--- config.mk ---
export PLATFORM = sky130hd
export DESIGN_NAME = array_feed_skewer
export DESIGN_NICKNAME = d
export VERILOG_FILES = /design/src/rtl/array_feed_skewer.sv
export SDC_FILE = /design/constraint.sdc
export NUM_CORES = 1
export LEC_CHECK = 0
export ABC_AREA = 1
export CAP_MARGIN = 20
export CELL_PAD_IN_SITES_DETAIL_PLACEMENT = 0
export CELL_PAD_IN_SITES_GLOBAL_PLACEMENT = 1
export CORE_MARGIN = 3
export CORE_UTILIZATION = 37
export CTS_CLUSTER_SIZE = 40
export DETAILED_ROUTE_END_ITERATION = 8
export GPL_ROUTABILITY_DRIVEN = 0
export PLACE_DENSITY_LB_ADDON = 0.15
export SYNTH_ARGS = -nofsm -noshare
export SYNTH_HDL_FRONTEND = slang
export SYNTH_SLANG_ARGS = --single-unit
--- constraint.sdc ---
create_clock -name clk -period 3.3 [get_ports clk]
set_clock_uncertainty 0.15 [all_clocks]
set_input_delay 0.825 -clock clk [delete_from_list [all_inputs] [get_ports clk]]
set_output_delay 0.825 -clock clk [all_outputs]
set_load 0.005 [all_outputs]
--- src/rtl/array_feed_skewer.sv ---
`default_nettype none
// ============================================================================
// array_feed_skewer - drains one frame per lane FIFO with a diagonal lane skew
// Rev 1.0
// ============================================================================
module array_feed_skewer #(
  parameter int LANES = 3,
  parameter int FRAME = 7
) (
  input  logic               clk,
  input  logic               resetn,
  input  logic               start,
  input  logic [LANES-1:0]   fifo_empty,
  input  logic [8*LANES-1:0] fifo_data,
  output logic [LANES-1:0]   fifo_re,
  output logic [8*LANES-1:0] pe_data,
  output logic [LANES-1:0]   pe_valid,
  output logic               busy,
  output logic               done,
  output logic               stall,
  output logic [15:0]        frame_count
);

  localparam int CYC_W = $clog2(FRAME + LANES - 1);
  localparam logic [CYC_W-1:0] LAST_CYC = CYC_W'(FRAME + LANES - 2);

  typedef enum logic [1:0] {
    IDLE  = 2'd0,
    RUN   = 2'd1,
    FLUSH = 2'd2
  } state_t;

  state_t           state, state_nxt;
  logic [CYC_W-1:0] cyc, cyc_nxt;
  logic [LANES-1:0] want;
  logic [LANES-1:0] re_q;

  // Lane k owns the read window k .. k+FRAME-1, giving the diagonal skew.
  always_comb begin
    want = '0;
    for (int k = 0; k < LANES; k++) begin
      want[k] = (int'(cyc) >= k) && (int'(cyc) <= k + FRAME - 1);
    end
  end

  always_comb begin
    state_nxt = state;
    cyc_nxt   = cyc;
    fifo_re   = '0;
    stall     = 1'b0;
    case (state)
      IDLE: begin
        if (start) begin
          state_nxt = RUN;
          cyc_nxt   = '0;
        end
      end
      RUN: begin
        // Any due lane running dry freezes every lane so the skew survives.
        stall = |(want & fifo_empty);
        if (!stall) begin
          fifo_re = want;
          if (cyc == LAST_CYC) begin
            state_nxt = FLUSH;
          end else begin
            cyc_nxt = cyc + 1'b1;
          end
        end
      end
      FLUSH: begin
        state_nxt = IDLE;
      end
      default: begin
        state_nxt = IDLE;
      end
    endcase
  end

  always_ff @(posedge clk or negedge resetn) begin
    if (!resetn) begin
      state       <= IDLE;
      cyc         <= '0;
      re_q        <= '0;
      pe_valid    <= '0;
      pe_data     <= '0;
      busy        <= 1'b0;
      done        <= 1'b0;
      frame_count <= '0;
    end else begin
      state    <= state_nxt;
      cyc      <= cyc_nxt;
      re_q     <= fifo_re;
      pe_valid <= re_q;
      for (int k = 0; k < LANES; k++) begin
        if (re_q[k]) begin
          pe_data[8*k +: 8] <= fifo_data[8*k +: 8];
        end
      end
      busy <= (state_nxt != IDLE);
      done <= (state == FLUSH);
      if (state == FLUSH) begin
        frame_count <= frame_count + 16'd1;
      end
    end
  end

endmodule
`default_nettype wire

# After elaboration in Yosys (flattened, before gate mapping)
# Index checks and enable logic that the tools add are counted.
totals:
  register_bits: 54
  output_inout_bits: 49
classes:
  add_sub_neg: 2
  n_lt_le_gt_ge: 5
  bitwise_logic: 1
  n_reduce_logical: 7
  muxes: 11
  eq_ne: 6
op_table:
  columns: ["cell", "count"]
  rows:
  - ["16-bit by 1-bit adder with 16-bit output (second input constant)", 1]
  - ["4-bit 2-to-1 mux", 3]
  - ["4-bit by 3-bit less-or-equal comparator with 1-bit output (second input constant)", 2]
  - ["4-bit one-hot mux with 2 select lines", 1]
  - ["2-bit 2-to-1 mux", 3]
  - ["3-bit 2-to-1 mux", 2]
  - ["2-bit inequality test (second input constant)", 3]
  - ["4-bit by 1-bit adder with 4-bit output (second input constant)", 1]
  - ["4-bit == test (second input constant)", 1]
  - ["4-bit by 1-bit >= comparator with 1-bit output (second input constant)", 1]
  - ["4-bit by 2-bit >= comparator with 1-bit output (second input constant)", 1]
  - ["4-bit less-or-equal comparator (second input constant)", 1]
  - ["2-bit one-hot mux with 2 select lines", 1]
  - ["4-bit AND reduction", 1]
  - ["2-bit nonzero test", 2]
  - ["3-bit bitwise AND", 1]
  - ["3-bit OR reduction", 1]
  - ["2-bit by 1-bit == test with 1-bit output (second input constant)", 1]
  - ["2-bit == test (second input constant)", 1]
  - ["1-bit logical AND", 2]
  - ["2-bit logical NOT", 1]
  - ["1-bit 2-to-1 mux", 1]

# Depth between registers and ports, before layout
depth:
  word_depth: 7
  depth_mapped: 10
  mapped_depth_nobuf: 10

# Least setup slack after synthesis
# No wires, ideal clock.
synth_path:
  kind: "input -> output"
  startpoint: "in fifo_empty[1]"
  endpoint: "out fifo_re[0]"
  path_buffers: 0
  arrival_time_ns: 1.289
  path_stages: 5
  slack_ns: 1.036
  path_cell_list: "nand3_1 nand3_2 inv_2 nand2_1 nor2_1"
synth_between:
  elab_chain_cells: 4
synth_rtl:
  columns: ["element", "line", "text"]
  rows:
  - ["start: declaration", "13", "input logic [LANES-1:0] fifo_empty,"]
  - ["3-bit bitwise AND", "60", "stall = |(want & fifo_empty);"]
  - ["3-bit OR reduction", "60", null]
  - ["3-bit 2-to-1 mux", "61", "if (!stall) begin"]
  - ["3-bit 2-to-1 mux", "51", "case (state)"]
  - ["end: declaration", "15", "output logic [LANES-1:0] fifo_re,"]
# Every way passes these cells.

# Worst setup path in the final report
# Ends and elaborated chain as after synthesis.

==> results.md <==
* Syn Area/Cell at 10.23 µm²
* Area of the multi-input gates at 987.2 µm²
* Fin. max-slew vios at 0
* Chip Height at 87.62 µm
* Post-synth EDFFs at 0
* WP data arrival at 2230 ps
* First-pass GRT wire length at 9128 µm
* Die area at 7677 µm²
* Most frequent cells after synthesis: dfrtp_1, nand2_1, mux2_2
* Chip Width at 87.62 µm
* WL final at 5304 µm
* Top cell type's share of synthesized area at 54.82%
* Headroom to the max-slew limit at 74.95%
* Peak supply drop at 0.3590 mV
* Clock tree buffer depth at 2
* Max Cap Viol at 0
* Pwr dens at 694.5 nW/µm²
* Slew @ Worst Pin at 375.7 ps
* Area Growth Syn to Fin at 40.96%
* Highest routed layer: met4
* Initial antenna violation count at 0
* DRC at 0
* Worst reg2reg setup slack at 1600 ps
* Core area at 6386 µm²
* Leading area contributor after synthesis: dfrtp_1
* Met3 WL post-DR at 273 µm
* Antenna fix cells at 0
* GRT Overall Usage at 15.00%
* Initial Utilization at 38.60%
* Worst Setup Path Type: in -> out
* Fin Setup TNS at 0 ps
* FFs w/ async S/R, synth at 100.0%
* Top_reg_cell synth: dfrtp_1
* Register area share after synthesis at 54.82%
* CTS Root Cell: clkbuf_8
* Minimum clock period at 3205 ps
* I/O pin count at 79
* Final net count at 362
* Vias in the first global route at 1908
* Highest Clock Rate at 312.1 MHz
* Synthesized instance count at 241
* Clk slew on worst S/H paths at 100 ps
* Clock Sinks at 54
* Metal-1 WL at 2390 µm
* CTS H-tree lvls at 2
* DR vias/cell at 4.657
* Ys Warns at 0
* Worst Setup Start Kind: input pin
* Post-synth net total at 276
* DR vias at 1886
* Row cnt at 29
* Share of layout cells above drive strength 1 at 19.21%
* Post-synthesis register bit count at 54
* GRT Residual Overflow at 0
* Largest net degree at the start of global routing at 55
* Max FO, Critical Path at 4
* Fillers at 588
* Critical Path End Type: output pin
* Cell with the most instances after synthesis: dfrtp_1
* Mapped Area at 2465 µm²
* TritonCTS buffer count at 5
* Lkg Pwr at 1.536 nW
* Final ANT Viol Nets at 0
* Synth cell types at 24
* Hold Crit Class: in -> async
* Hold_ws at 338.9 ps
* CTS tree: built
* HPWL after DPL at 3915 µm
* FF/Latch Area at 1354 µm²
* Avg WL per Cell at 13.10 µm
* CP required at 2320 ps
* Status: finished clean
* # port buffers at 78
* Top cells by area, synth: dfrtp_1, mux2_2, nand2_1
* Clk Latency, worst-skew pair at 310 ps
* Pre-antenna DRT Iters at 3
* Setup-failing EPs final at 0
* Period utilization at 97.11%
* Initial DRC count at 76
* Final Hold Viols at 0
* Met2 routed WL at 2576 µm
## power breakdown
group	leakage (nW)	switching (W)	total (W)	internal [W]
registers	0.679	0.000154	0.00102	0.000869
clock network	0.0478	0.000224	0.000397	0.000173
logic	0.809	0.000359	0.000993	0.000634
total	1.54	0.000737	0.00241	0.00168
## state kept, by name, indices dropped and copies added (netlist names)
register,count
done,1
state,2
busy,1
pe_data,24
pe_valid,3
re_q,3
frame_count,16
cyc,4
## metrics by stage
| stage | power (W) | instance area (µm²) | setup slack, ps | instances | utilization, % |
|---|---|---|---|---|---|
| 2_1_floorplan | 0.001459 | 2465 | 1036 | 241 | - |
| 4_1_cts | 0.002413 | 3440 | 8.830 | 402 | 53.86 |
| 3_5_place_dp | 0.002006 | 3341 | 50.68 | 394 | 52.31 |
| 3_3_place_gp | 0.001993 | 3341 | 80.00 | 394 | 52.31 |
| 6_report | 0.002413 | 3475 | 95.45 | 405 | 54.41 |
| 5_1_grt | 0.002601 | 3475 | -7.038 | 405 | 54.41 |
## kinds of logic (layout without fill, tap and decap cells)
group | after synthesis | count (layout) | share of synthesized area [%]
AND/OR/NAND/NOR | 105 | 105 | 20.00
flip-flops | 54 | 54 | 54.82
buffers and inverters | 33 | 120 | 5.533
multiplexers | 24 | 24 | 10.96
XOR/XNOR | 12 | 12 | 4.264
AO/OA/AOI/OAI | 8 | 8 | 1.878
adder cells (fa/ha/maj) | 5 | 5 | 2.538
## final cells by class
cell class	instances	share of cell area (%)
Inverter	28	3.025
Sequential cell	54	38.96
Timing Repair Buffer	84	23.98
Multi-Input combinational cell	154	28.41
Tap cell	77	2.773
Clock inverter	2	0.4681
Clock buffer	6	2.377
## worst paths after layout
check,from,depth (start not counted),to
max in group asynchronous,resetn,2,cyc[0]
setup / recovery,fifo_empty[1],7,fifo_re[0]
setup reg to reg,cyc[0],11,cyc[1]
hold / removal,resetn,2,pe_data[8]
hold reg to reg,frame_count[12],1,frame_count[12]
min in group clk,frame_count[12],1,frame_count[12]
## layout by cell type (no fill, tap or decap)
cell type        count
nor2_4               2
nand2_4              2
inv_6                1
nand2_1             47
mux2_2              24
nand3_1             18
nand2_2              5
buf_2                1
buf_12               1
clkbuf_8             6
a21boi_1             1
clkdlybuf4s50_1     77
ha_1                 5
buf_4                5
inv_1               23
xor2_1               9
nand3_2              1
nor2_1              13
o21ai_1              4
dfrtp_2              2
nor2_2               5
a21oi_1              2
nor3_2               1
o21ai_2              1
inv_2                5
dfrtp_1             52
nor3_1               7
nand4_1              4
clkinvlp_4           1
xnor2_1              3
## critical path, stage by stage
cell,delay [ps]
clkdlybuf4s50_1,410
nand3_1,100
nand3_2,90
inv_2,70
nand2_2,90
nor2_2,110
clkdlybuf4s50_1,520
## per-layer routing
layer | vias to the layer above | global-route usage (%)
met3 | 8 | 3.387
met5 | - | 0
met1 | 888 | 19.16
met4 | 0 | 4.881
li1 | 943 | -
met2 | 47 | 25.21
## repair_timing
item | CTS | global route
setup buffers | 0 | 3
gates resized for setup | 0 | 6
hold buffers | 0 | 0
setup endpoints to repair | 0 | 3
Power figures use the tool's default switching activity.
